[config.mk]
export PLATFORM = sky130hd
export DESIGN_NAME = fusion_mac
export DESIGN_NICKNAME = d
export VERILOG_FILES = /design/src/rtl/fusion_pkg.sv /design/src/rtl/fusion_mac_bitbrick.sv /design/src/rtl/fusion_mac.sv
export SDC_FILE = /design/constraint.sdc
export NUM_CORES = 1
export LEC_CHECK = 0
export BUFFER_PORTS_ARGS = -buffer_cell sky130_fd_sc_hd__buf_2
export CAP_MARGIN = 20
export CORE_ASPECT_RATIO = 1.2
export CORE_MARGIN = 8
export CORE_UTILIZATION = 65
export CTS_CLUSTER_SIZE = 10
export DETAILED_ROUTE_END_ITERATION = 10
export PLACE_DENSITY_LB_ADDON = 0.15
export SLEW_MARGIN = 30
export SYNTH_ARGS = -nofsm -noshare
export SYNTH_HDL_FRONTEND = slang
export SYNTH_HIERARCHICAL = 1
export SYNTH_SLANG_ARGS = --single-unit
[constraint.sdc]
create_clock -name clk -period 9.8 [get_ports clk]
set_input_delay 0.98 -clock clk [delete_from_list [all_inputs] [get_ports clk]]
set_output_delay 0.98 -clock clk [all_outputs]
set_load 0.05 [all_outputs]
[src/rtl/fusion_pkg.sv]
// rtl/fusion_pkg.sv - shared types, widths and bitbrick mapping tables for fusion_mac
package fusion_pkg;

  typedef enum logic [1:0] {
    MODE_8X8  = 2'd0,
    MODE_4X4  = 2'd1,
    MODE_2X2  = 2'd2,
    MODE_RSVD = 2'd3
  } mode_e;

  localparam int DOT_W  = 17;
  localparam int NBRICK = 16;

  // Left-shift applied to each brick product, 4 bits per brick, brick 0 in the low nibble.
  // 8x8: brick b pairs a-digit b%4 with w-digit b/4, shift 2*(i+j).
  localparam logic [63:0] SHIFT_8X8 = 64'hCA86_A864_8642_6420;
  // 4x4: four bricks per lane, (i,j) = (b%2, (b/2)%2), shift 2*(i+j).
  localparam logic [63:0] SHIFT_4X4 = 64'h4220_4220_4220_4220;
  // 2x2: one brick per lane, no shift.
  localparam logic [63:0] SHIFT_2X2 = 64'h0000_0000_0000_0000;

  typedef struct packed {
    logic        valid;
    logic        first;
    logic        last;
    mode_e       mode;
    logic        sign_a;
    logic        sign_w;
    logic [31:0] a;
    logic [31:0] w;
  } s1_t;

  typedef struct packed {
    logic valid;
    logic first;
    logic last;
  } ctrl_t;

  function automatic logic [3:0] brick_shift(input mode_e m, input int b);
    case (m)
      MODE_8X8: return SHIFT_8X8[4*b +: 4];
      MODE_4X4: return SHIFT_4X4[4*b +: 4];
      default:  return SHIFT_2X2[4*b +: 4];
    endcase
  endfunction

  // Bit position of the a-side digit feeding brick b. Bricks never straddle lanes,
  // so cross-lane products in the narrow modes are never formed.
  function automatic logic [4:0] a_digit_pos(input mode_e m, input int b);
    case (m)
      MODE_8X8: return 5'(2 * (b % 4));
      MODE_4X4: return 5'(4 * (b / 4) + 2 * (b % 2));
      default:  return 5'(2 * b);
    endcase
  endfunction

  function automatic logic [4:0] w_digit_pos(input mode_e m, input int b);
    case (m)
      MODE_8X8: return 5'(2 * (b / 4));
      MODE_4X4: return 5'(4 * (b / 4) + 2 * ((b / 2) % 2));
      default:  return 5'(2 * b);
    endcase
  endfunction

  // True when the a-side digit of brick b is the most significant digit of its lane.
  function automatic logic a_is_top(input mode_e m, input int b);
    case (m)
      MODE_8X8: return (b % 4) == 3;
      MODE_4X4: return (b % 2) == 1;
      default:  return 1'b1;
    endcase
  endfunction

  function automatic logic w_is_top(input mode_e m, input int b);
    case (m)
      MODE_8X8: return (b / 4) == 3;
      MODE_4X4: return ((b / 2) % 2) == 1;
      default:  return 1'b1;
    endcase
  endfunction

endpackage

[src/rtl/fusion_mac_bitbrick.sv]
// rtl/fusion_mac_bitbrick.sv - 3-bit signed by 3-bit signed bitbrick multiplier
module bitbrick (
  input  logic signed [2:0] a,
  input  logic signed [2:0] w,
  output logic signed [5:0] p
);

  assign p = a * w;

endmodule

[src/rtl/fusion_mac.sv]
// rtl/fusion_mac.sv - bit-fusion MAC: 8x8 / 4-lane 4x4 / 16-lane 2x2 dot product with group accumulator
module fusion_mac
  import fusion_pkg::*;
#(
  parameter int ACC_W = 32,
  parameter bit SAT   = 1'b1
) (
  input  logic             clk,
  input  logic             rst,
  input  logic             in_valid,
  input  logic [1:0]       mode,
  input  logic             sign_a,
  input  logic             sign_w,
  input  logic [31:0]      a,
  input  logic [31:0]      w,
  input  logic             acc_first,
  input  logic             acc_last,
  output logic             out_valid,
  output logic [ACC_W-1:0] acc_out,
  output logic             mode_err
);

  localparam logic signed [ACC_W-1:0] ACC_MAX = {1'b0, {(ACC_W-1){1'b1}}};
  localparam logic signed [ACC_W-1:0] ACC_MIN = {1'b1, {(ACC_W-1){1'b0}}};

  // group tracking at the input
  logic  grp_open_d, grp_open_q;
  mode_e grp_mode_d, grp_mode_q;
  logic  mode_err_d, mode_err_q;

  // pipeline
  s1_t   s1_d, s1_q;
  ctrl_t s2_ctrl_d, s2_ctrl_q;
  logic signed [DOT_W-1:0] s2_prod_d [NBRICK];
  logic signed [DOT_W-1:0] s2_prod_q [NBRICK];
  ctrl_t s3_ctrl_d, s3_ctrl_q;
  logic signed [DOT_W-1:0] s3_dot_d, s3_dot_q;

  // accumulator and output
  logic signed [ACC_W-1:0] acc_d, acc_q;
  logic        [ACC_W-1:0] acc_out_d, acc_out_q;
  logic                    out_valid_d, out_valid_q;

  // bitbrick operands and products
  logic signed [2:0] bb_a [NBRICK];
  logic signed [2:0] bb_w [NBRICK];
  logic signed [5:0] bb_p [NBRICK];

  // Admit or drop the incoming beat, tracking the open group and its mode
  always_comb begin
    grp_open_d  = grp_open_q;
    grp_mode_d  = grp_mode_q;
    mode_err_d  = mode_err_q;
    s1_d.valid  = 1'b0;
    s1_d.first  = acc_first;
    s1_d.last   = acc_last;
    s1_d.mode   = mode_e'(mode);
    s1_d.sign_a = sign_a;
    s1_d.sign_w = sign_w;
    s1_d.a      = a;
    s1_d.w      = w;
    if (in_valid) begin
      if (mode == MODE_RSVD) begin
        mode_err_d = 1'b1;
      end else if (acc_first || !grp_open_q) begin
        // a beat with no open group starts one, so it loads onto zero
        s1_d.valid = 1'b1;
        s1_d.first = 1'b1;
        grp_mode_d = mode_e'(mode);
        grp_open_d = !acc_last;
      end else if (mode != grp_mode_q) begin
        mode_err_d = 1'b1;
      end else begin
        s1_d.valid = 1'b1;
        if (acc_last) grp_open_d = 1'b0;
      end
    end
  end

  // Pick each brick's digit pair for the active mode; only a lane's top digit may be signed
  always_comb begin
    logic [1:0] a_pair;
    logic [1:0] w_pair;
    a_pair = 2'b00;
    w_pair = 2'b00;
    for (int b = 0; b < NBRICK; b++) begin
      a_pair  = s1_q.a[a_digit_pos(s1_q.mode, b) +: 2];
      w_pair  = s1_q.w[w_digit_pos(s1_q.mode, b) +: 2];
      bb_a[b] = {s1_q.sign_a & a_is_top(s1_q.mode, b) & a_pair[1], a_pair};
      bb_w[b] = {s1_q.sign_w & w_is_top(s1_q.mode, b) & w_pair[1], w_pair};
    end
  end

  for (genvar g = 0; g < NBRICK; g++) begin : g_brick
    bitbrick u_bitbrick (
      .a (bb_a[g]),
      .w (bb_w[g]),
      .p (bb_p[g])
    );
  end

  // Align each brick product to its digit weight and forward control
  always_comb begin
    for (int b = 0; b < NBRICK; b++) begin
      s2_prod_d[b] = DOT_W'(bb_p[b]) <<< brick_shift(s1_q.mode, b);
    end
    s2_ctrl_d.valid = s1_q.valid;
    s2_ctrl_d.first = s1_q.first;
    s2_ctrl_d.last  = s1_q.last;
  end

  // Reduce the aligned products into the fused dot sum
  always_comb begin
    s3_dot_d = '0;
    for (int b = 0; b < NBRICK; b++) begin
      s3_dot_d = s3_dot_d + s2_prod_q[b];
    end
    s3_ctrl_d = s2_ctrl_q;
  end

  // Load or add into the accumulator with optional saturation, emit on group end
  always_comb begin
    logic signed [ACC_W-1:0] dot_ext;
    logic signed [ACC_W:0]   acc_sum;
    dot_ext     = ACC_W'(s3_dot_q);
    acc_sum     = (ACC_W+1)'(acc_q) + (ACC_W+1)'(dot_ext);
    acc_d       = acc_q;
    acc_out_d   = acc_out_q;
    out_valid_d = 1'b0;
    if (s3_ctrl_q.valid) begin
      if (s3_ctrl_q.first) begin
        acc_d = dot_ext;
      end else if (SAT && (acc_sum[ACC_W] != acc_sum[ACC_W-1])) begin
        acc_d = acc_sum[ACC_W] ? ACC_MIN : ACC_MAX;
      end else begin
        acc_d = acc_sum[ACC_W-1:0];
      end
      if (s3_ctrl_q.last) begin
        out_valid_d = 1'b1;
        acc_out_d   = acc_d;
      end
    end
  end

  // State registers; reset discards any group in flight
  always_ff @(posedge clk) begin
    if (rst) begin
      grp_open_q  <= 1'b0;
      grp_mode_q  <= MODE_8X8;
      mode_err_q  <= 1'b0;
      s1_q        <= '0;
      s2_ctrl_q   <= '0;
      s2_prod_q   <= '{default: '0};
      s3_ctrl_q   <= '0;
      s3_dot_q    <= '0;
      acc_q       <= '0;
      acc_out_q   <= '0;
      out_valid_q <= 1'b0;
    end else begin
      grp_open_q  <= grp_open_d;
      grp_mode_q  <= grp_mode_d;
      mode_err_q  <= mode_err_d;
      s1_q        <= s1_d;
      s2_ctrl_q   <= s2_ctrl_d;
      s2_prod_q   <= s2_prod_d;
      s3_ctrl_q   <= s3_ctrl_d;
      s3_dot_q    <= s3_dot_d;
      acc_q       <= acc_d;
      acc_out_q   <= acc_out_d;
      out_valid_q <= out_valid_d;
    end
  end

  assign out_valid = out_valid_q;
  assign acc_out   = acc_out_q;
  assign mode_err  = mode_err_q;

endmodule

==> qor.yml <==
synthFlopType: "dfxtp_1"
io_buffers: 106
num-fill-cells: 2913
die_width_microns: 193
syn_to_final_growth_pct: 8.23
p_leak_nw: 12.8
async_flop_share_pct: 0
seqCellArea_sq_um: 7330
cp_data_required_time_ps: 10250
cts_made_buffers: 43
cts_setup_buffers: 0
via_count: 17300
dr.pass1.iters: 5
nNetsFinal: 3168
gp_congestion: 0.929
tightestPinTransition_ps: 982
rsz0062_at_grt: "no"
ctsHoldBuffers: 0
grt_pass1_vias: 18500
synthXorXnorAreaFrac_pct: 3.86
wl_per_cell_microns: 18.8
antenna_found_initial: 0
synth_compound_area_share_pct: 12.1
ant_nets: 0
synth_area_leaders: "dfxtp_1 (30%), fa_1 (22%), inv_1 (7.2%), ha_1 (6.9%), nor2b_1 (3.5%)"
coreArea_sq_um: 37500
relSlewSlack_pct: 34.5
rows: 78
synth_edf_count: 0
min_path_type: "reg -> reg"
clk_pin_slew_ps: 60
die_h_microns: 229
detail_route.iter0.violations: 891
ir_drop_v: 0.000123
final.setup.tns_ps: 0
synth_simple_gate_area_share_pct: 14.9
wl_met2_microns: 30200
status: "finished clean"
synth-seq-cells: 366
grt_first_pass_wirelength_microns: 96200
synthCells: 2629
cp_data_arrival_time_ps: 6520
powerDensity_nw_per_um2: 153
wl_met3_microns: 2710
topRoutingLayerUsed: "met4"
yosys-top-cells-count: "inv_1 (469), dfxtp_1 (366), fa_1 (267), nand2_1 (181), a21oi_1 (169)"
finClkSkew_ps: 22.9
rrSetupSlack_ps: 3740
cts_resized: 0
setup_violations: 0
maxCapViolations: 0
cts_root_buf: "clkbuf_16"
critical_path_class: "reg -> reg"
clock_path_buffers: 3
routed_via_density: 5.42
synth_top_family_by_area: "adder cells"
hpwl_microns: 47400
max_freq_mhz: 165
synth_top_area_share_pct: 29.9
endpoint_kind: "register"
grt_max_degree: 98
htree_levels: 2
ys_seq_area_share_pct: 29.9
cts_tree: "done"
ys_types: 71
yosys_warnings: 6
synthAdderAreaFrac_pct: 28.7
synth_nets: 3104
yosysMostFrequentCell: "inv_1"
initial_core_util_pct: 65.4
synth_top_area_cell: "dfxtp_1"
startpoint_type: "register"
globalRouteOverflowTotal: 0
path_max_fanout: 2
clock_latency_ps: 570
synth_area_sq_um: 24500
ioPinCount: 107
wl_met1_microns: 23800
die-area_sq_um: 44200
drc: 0
synthMuxAreaShare_pct: 1.63
cts_sinks: 366
drt_wl_total_microns: 59900
multi_input_comb_area_sq_um: 15000
layout_min_cycle_time_ps: 6060
post-route-util_pct: 70.8
min_period_over_period_pct: 61.9
hold_viol_final: 0
drv_slew: 0
antenna_cells: 0
avgSynthCellArea_sq_um: 9.32
drive_gt1_share_pct: 9.25
grt_usage_pct: 27.4
## cells by family (layout without fill, tap and decap cells)
kind of cell / after synthesis / count (layout)
buffers and inverters: 571 / 644
DFF: 366 / 366
muxes: 38 / 38
and+or+nand+nor: 704 / 704
adders and majority gates: 402 / 402
xor gates and xnor gates: 108 / 108
AOI/OAI and AO/OA: 440 / 440
## layout make-up
class | instances | area share [%]
clock buffers | 51 | 4.29
repair buffers | 121 | 2.46
clock inverters | 3 | 0.127
flip-flops and latches | 366 | 27.6
well taps | 480 | 2.26
multi-input cells | 1692 | 56.6
inverters | 469 | 6.64
## report_power, final
part           switching [mW]  total [mW]  internal [mW]
combinational           0.627        1.03          0.399
sequential             0.0633        1.63           1.56
clock                   0.587        1.40          0.808
## state kept, by name, indices dropped and copies added, names as in the netlist, 3 cells and up
signal     cells
bb_a           4
s3_dot_q      17
s2_ctrl_q      3
s3_ctrl_q      3
s2_prod_q    203
acc_q         32
s1_q          65
acc_out       32
## placed cells by master (no fill, tap or decap), drive strengths merged, types with 23 or more instances in the layout
master  instances
a21o           57
a211oi         54
buf           120
nor2          130
fa            267
a21oi         171
inv           471
ha            135
mux2i          23
dfxtp         366
and2          120
nand2         192
xnor2          76
and3           30
xor2           32
clkbuf         52
nand2b         48
nor2b         138
o21ai          76
## routing by layer
| metal | vias to the layer above | track usage [%] |
|---|---|---|
| li1 | 8331 | - |
| met1 | 8284 | 31.5 |
| met2 | 479 | 49.0 |
| met3 | 159 | 3.80 |
| met4 | 0 | 14.2 |
| met5 | - | 0 |
## metrics by stage
step	hold slack [ps]	std cells	power, mW	setup WS, ps	area, sq um
final	434	3182	4.05	3740	26500
after floorplan	414	2629	2.42	4160	24500
after global routing	447	3182	4.26	3420	26500
after CTS	435	3182	4.08	3730	26500
after global placement	415	3128	2.65	3820	25400
after detailed placement	422	3128	2.68	3760	25400
## worst paths after layout
kind,startpoint,to,cells past startpoint
hold / removal,s2_ctrl_q[1],s3_ctrl_q[1],1
setup / recovery,s2_prod_q[3],s3_dot_q[15],20
setup reg to reg,s2_prod_q[3],s3_dot_q[15],20
hold reg to reg,s2_ctrl_q[1],s3_ctrl_q[1],1
## critical path, stage by stage (launching register included)
cell and delay, ps:
dfxtp_1 300, inv_1 50, fa_1 520, inv_1 60, fa_1 510, fa_1 520, fa_1 540, fa_1 560
inv_1 60, fa_1 590, inv_1 60, ha_1 290, a21o_1 160, a21oi_1 210, o21bai_1 90, a21oi_1 260
o21bai_1 130, a211oi_1 320, a21oi_1 160, a31oi_1 220, mux2_2 350
Power figures use the tool's default switching activity.
